<file path="config.mk">
export PLATFORM = sky130hd
export DESIGN_NAME = adder_acc_win
export DESIGN_NICKNAME = d
export VERILOG_FILES = /design/src/rtl/adder_acc_win.sv
export SDC_FILE = /design/constraint.sdc
export NUM_CORES = 1
export LEC_CHECK = 0
export CORE_MARGIN = 2
export CORE_UTILIZATION = 48
export DETAILED_ROUTE_END_ITERATION = 6
export GPL_TIMING_DRIVEN = 0
export PLACE_DENSITY = 0.88
export SYNTH_ARGS = -nofsm -noshare
export SYNTH_HDL_FRONTEND = slang
export SYNTH_SLANG_ARGS = --single-unit
</file>
<file path="constraint.sdc">
create_clock -name iClk -period 2.55 [get_ports iClk]
set_input_delay 0.3825 -clock iClk [delete_from_list [all_inputs] [get_ports iClk]]
set_output_delay 0.3825 -clock iClk [all_outputs]
set_load 0.02 [all_outputs]
</file>
<file path="src/rtl/adder_acc_win.sv">
// Windowed accumulator: sums WINDOW unsigned samples and pulses oValid with the total.
// Optional saturation with a sticky overflow flag is enabled by defining ADDER_ACC_SAT_EN.
module adder_acc_win #(
    parameter int BITWIDTH = 32,
    parameter int WINDOW   = 16,
    parameter int ACCWIDTH = BITWIDTH + 1 + $clog2(WINDOW),
    parameter int CNTWIDTH = $clog2(WINDOW)
) (
    input  logic                iClk,
    input  logic                iRstN,
    input  logic                iEn,
    input  logic                iClr,
    input  logic [BITWIDTH:0]   iData,
    output logic [ACCWIDTH-1:0] oData,
    output logic                oValid,
    output logic [CNTWIDTH-1:0] oCount,
    output logic                oOvf
);

    logic [ACCWIDTH-1:0] acc_q, acc_d;
    logic [CNTWIDTH-1:0] cnt_q, cnt_d;
    logic [ACCWIDTH-1:0] data_q, data_d;
    logic                valid_q, valid_d;
    logic [ACCWIDTH-1:0] sum_res;
    logic                sum_ovf;
    logic                last_sample;

    assign last_sample = (cnt_q == CNTWIDTH'(WINDOW - 1));

`ifdef ADDER_ACC_SAT_EN
    // Wide enough for the carry-out even when the sample is wider than the accumulator.
    localparam int SUMW = ((ACCWIDTH > BITWIDTH + 1) ? ACCWIDTH : BITWIDTH + 1) + 1;

    logic [SUMW-1:0] sum_wide;
    logic            ovf_q, ovf_d;

    assign sum_wide = SUMW'(acc_q) + SUMW'(iData);
    assign sum_ovf  = |sum_wide[SUMW-1:ACCWIDTH];
    assign sum_res  = sum_ovf ? {ACCWIDTH{1'b1}} : sum_wide[ACCWIDTH-1:0];
    assign oOvf     = ovf_q;
`else
    assign sum_res = acc_q + ACCWIDTH'(iData);
    assign sum_ovf = 1'b0;
    assign oOvf    = 1'b0;
`endif

    always_comb begin
        acc_d   = acc_q;
        cnt_d   = cnt_q;
        data_d  = data_q;
        valid_d = 1'b0;
`ifdef ADDER_ACC_SAT_EN
        ovf_d   = ovf_q;
`endif
        if (iClr) begin
            // The sample presented with a clear is dropped; the last total stays visible.
            acc_d = '0;
            cnt_d = '0;
        end else if (iEn) begin
            if (last_sample) begin
                data_d  = sum_res;
                valid_d = 1'b1;
                acc_d   = '0;
                cnt_d   = '0;
            end else begin
                acc_d = sum_res;
                cnt_d = cnt_q + CNTWIDTH'(1);
            end
`ifdef ADDER_ACC_SAT_EN
            if (sum_ovf) begin
                ovf_d = 1'b1;
            end
`endif
        end
    end

    always_ff @(posedge iClk) begin
        if (!iRstN) begin
            acc_q   <= '0;
            cnt_q   <= '0;
            data_q  <= '0;
            valid_q <= 1'b0;
`ifdef ADDER_ACC_SAT_EN
            ovf_q   <= 1'b0;
`endif
        end else begin
            acc_q   <= acc_d;
            cnt_q   <= cnt_d;
            data_q  <= data_d;
            valid_q <= valid_d;
`ifdef ADDER_ACC_SAT_EN
            ovf_q   <= ovf_d;
`endif
        end
    end

    assign oData  = data_q;
    assign oValid = valid_q;
    assign oCount = cnt_q;

endmodule

</file>
==> results <==
- The number of enable-type register cells in the synthesized netlist is 0.
- The die is 102.6 um wide.
- The via count of the first global-routing pass was 5152.
- The final count of hold timing violations is 0.
- The global-route wire length before repair is 24870 um.
- For this run the aggregate overflow at the end of global routing stands at 0.
- The proportion of netlist area held by the largest area contributor is 33.91%.
- The routed length on met1 is 6729 um.
- The peak supply drop is 0.0003144 V.
- At the pin with the least slew margin, the transition time is around 0.69 ns.
- Synthesis produced 576 cells.
- Timing would allow up to ~350 MHz.
- Once layout is complete, the utilization of the core stands at 74.70%.
- TritonCTS built the clock tree.
- Counting distinct cell types in the post-synthesis netlist gives 58.
- Final hold analysis gives a worst-case slack of 0.4556 ns.
- The count of pins over their slew limit is 0.
- The largest net degree at the start of global routing is 14.
- The total clock buffers created by CTS is 9.
- In the post-synthesis netlist, the cell with the most instances is sky130_fd_sc_hd__nand2_1.
- Of the available clock period, the critical path in the final layout requires 110.5%.
- The highest net fanout along the worst path is 4.
- The initial antenna violation count is 0.
- The yosys synthesis warning count is 0.
- The first detailed-routing pass ran for 6 iterations.
- The number of standard-cell rows in the floorplan is 35.
- The initial core utilization is 50.01%.
- Subtracting the final worst setup slack from the clock period gives 2.818 ns.
- The number of max-cap violations is 0.
- The number of vias per cell is between 6 and 7.
- In the synthesized netlist the dominant register cell turns out to be sky130_fd_sc_hd__dfxtp_1.
- From bottom edge to top edge, the die measures approximately 100 um.
- The library cell used as clock root buffer is sky130_fd_sc_hd__clkbuf_8.
- For this block, the via count after detailed routing is 5402.
- The global router's overall resource usage is 30.06%.
- Routability-driven placement finished with a final weighted congestion of 0.9559.
- By area the synthesized netlist is led by sky130_fd_sc_hd__dfxtp_1, sky130_fd_sc_hd__ha_1, sky130_fd_sc_hd__nand2_1.
- The clock tree synthesis step divided the H-tree into 3 levels.
- In this run the deepest clock path goes through 2 buffers.
- Routed signal wires occupy layers up through met4.
- The final-stage net count is 785.
- Counting the fill cells in the layout gives 606.
- The post-synth design cell area is 4664 um^2.
- The count of nets left with antenna violations once routing finished came out at 0.
- Relative to the synthesized area, the layout overhead comes to 49.38%.
- The wire length reported by the detailed router is approximately 17000 um.
- The die covers 10520 um^2.
- Setup repair after global routing could not meet its margin everywhere.
- The share of flip-flops with an asynchronous set or reset is 0%.
- The final reports fail on setup timing.
- The detailed-placement wirelength estimate is ~10000 um.
- The overall power of the completed layout is between 3 and 4 mW.
- The synthesized flop and latch total is 79.
- The data required time of the worst path is 2.81 ns.
- The static leakage is 2.651 nW.
- In the synthesized netlist, the cells that appear most often are sky130_fd_sc_hd__nand2_1, sky130_fd_sc_hd__dfxtp_1, sky130_fd_sc_hd__a21oi_1.
- The net count after synthesis is 648.
- Once routing completed, OpenROAD measured the worst setup slack at -0.2684 ns.
- The number of hold buffers added after cts is 0.
- For this design the ratio of total power to cell area is 436.8 nW/um^2.
- The final routed wire length divided by cell count is 20.64 um.
- The final antenna diode count is 0.
- The path class of the lowest-slack min-delay path is flip-flop to flip-flop.
- In this run the standard cell core region covers 9328 um^2.
- The total met2 wirelength after detailed routing is 8528 um.
- The critical path startpoint category is a flip-flop.
- The sequential element share of the synthesized area is 33.91%.
- The number of DRC markers after the initial detailed-route iteration is 454.
- The number of clock sinks is 79.
- The flow ran to the end, but the final reports show violations.
- The final setup violation count is 19.
- The type of the worst setup path is flip-flop to flip-flop.
- The minimum setup slack after placement is -0.8115 ns.
- In the final layout, the share of cells above drive strength 1 is 26.22%.
- The worst max-slew margin expressed relative to the limit is 54.20%.
- The number of top-level pins is 80.
- For this run, design rule violations remaining after detail routing come to 0.
- The clock slew seen by the registers of the worst setup and hold paths is roughly 0.090 ns.
- Summed over all nets, wire length on met3 after detailed routing comes to 1270 um.
- A synthesized cell averages 8.098 um^2.
- Of all cell types, the one taking the most synthesized area is sky130_fd_sc_hd__dfxtp_1.
- The data arrival time of the worst path is between 3 and 4 ns.
- The final clock skew is 0.01492 ns.
- The number of buffers inserted by port buffering is 78.
- The clock reaches the later pin of the worst-skew pair after 0.36 ns.
- The type of destination of the critical path is a flip-flop.
==> power breakdown <==
part / leakage, nW / internal (mW) / total (mW) / switching [mW]
Combinational: 1.91 / 0.357 / 0.775 / 0.419
Sequential: 0.643 / 1.26 / 1.29 / 0.0278
Clock: 0.103 / 0.476 / 0.983 / 0.506
Total: 2.65 / 2.09 / 3.04 / 0.953
==> stage by stage <==
| stage | std cells | area [um^2] | setup TNS (ns) |
|---|---|---|---|
| CTS | 834 | 6474 | -0.2589 |
| finish | 846 | 6968 | -2.069 |
| detailed placement | 783 | 5630 | -31.47 |
| global placement | 783 | 5630 | -29.18 |
| floorplan | 576 | 4688 | 0 |
| global route | 846 | 6968 | -4.220 |
==> placed cells by master, fill, tap and decap left out, drive strengths merged, types with 4 or more instances in the layout <==
cell type	Yosys	final
nand2	84	84
dfxtp	79	79
buf	4	56
clkdlybuf4s50	0	53
a21oi	46	46
nor2	43	43
o21ai	41	41
ha	34	34
clkbuf	26	32
a21boi	25	25
dlygate4sd2	0	24
xnor2	20	20
nand3	16	16
a22oi	15	15
inv	13	14
xor2	13	13
nor3	11	11
a21o	10	10
a22o	10	10
o21a	7	7
a31oi	7	7
o211ai	6	6
or3	6	6
a31o	6	6
o21bai	6	6
a211oi	5	5
nand4	4	4
nand2b	4	4
==> worst paths after layout <==
| kind | slack [ns] | cells after the start | start | to |
|---|---|---|---|---|
| worst min register to register | 0.46 | 2 | oData[26] | oData[26] |
| worst max-delay path | -0.27 | 11 | acc_q[10] | oData[33] |
| worst max register to register | -0.27 | 11 | acc_q[10] | oData[33] |
| worst min-delay path | 0.46 | 2 | oData[26] | oData[26] |
==> final cells by class <==
type / count / area, um^2 / share of cell area (%)
Multi-Input combinational cell: 454 / 3692 / 52.99
Timing Repair Buffer: 131 / 1159 / 16.63
Inverter: 13 / 48.80 / 0.7003
Tap cell: 129 / 161.4 / 2.316
Clock buffer: 10 / 137.6 / 1.975
Buffer: 25 / 117.6 / 1.688
Sequential cell: 79 / 1594 / 22.88
Clock inverter: 5 / 57.56 / 0.8260
==> layer usage <==
layer,vias up,global-route usage (%)
met1,2614,35.60
li1,2355,-
met3,103,6.441
met4,0,11.90
met5,-,0
met2,330,52.94
==> timing repair <==
item,in CTS,in global routing
pin swaps,52,56
endpoints found under the setup margin,48,41
gates cloned,0,0
gates resized for setup,92,89
setup buffers,40,16
==> sequential cells by signal, indices dropped and copies added (netlist names) <==
name	flops
acc_q	37
oCount	4
oData	37
oValid	1
==> cell families (layout without fill, tap and decap cells) <==
group,after synthesis,in the layout,synth area share [%]
AND/OR/NAND/NOR,181,181,17.06
AO/OA/AOI/OAI,201,201,28.89
other,1,1,0.08039
XOR/XNOR,33,33,6.196
adder cells (fa/ha/maj),35,35,9.549
flip-flops,79,79,33.91
multiplexers,3,3,0.6438
buffers and inverters,43,184,3.675
==> critical path, cell delays in order (launching register included) <==
cell                       delay [ns]
sky130_fd_sc_hd__dfxtp_1         0.36
sky130_fd_sc_hd__ha_4            0.30
sky130_fd_sc_hd__nand2_1         0.10
sky130_fd_sc_hd__o211ai_1        0.34
sky130_fd_sc_hd__a32oi_2         0.21
sky130_fd_sc_hd__a31o_1          0.27
sky130_fd_sc_hd__a21o_1          0.18
sky130_fd_sc_hd__a311oi_2        0.30
sky130_fd_sc_hd__buf_4           0.19
sky130_fd_sc_hd__nor4_2          0.05
sky130_fd_sc_hd__a41o_1          0.23
sky130_fd_sc_hd__o21a_1          0.19
Note: power is estimated with default switching activity, not from simulation.
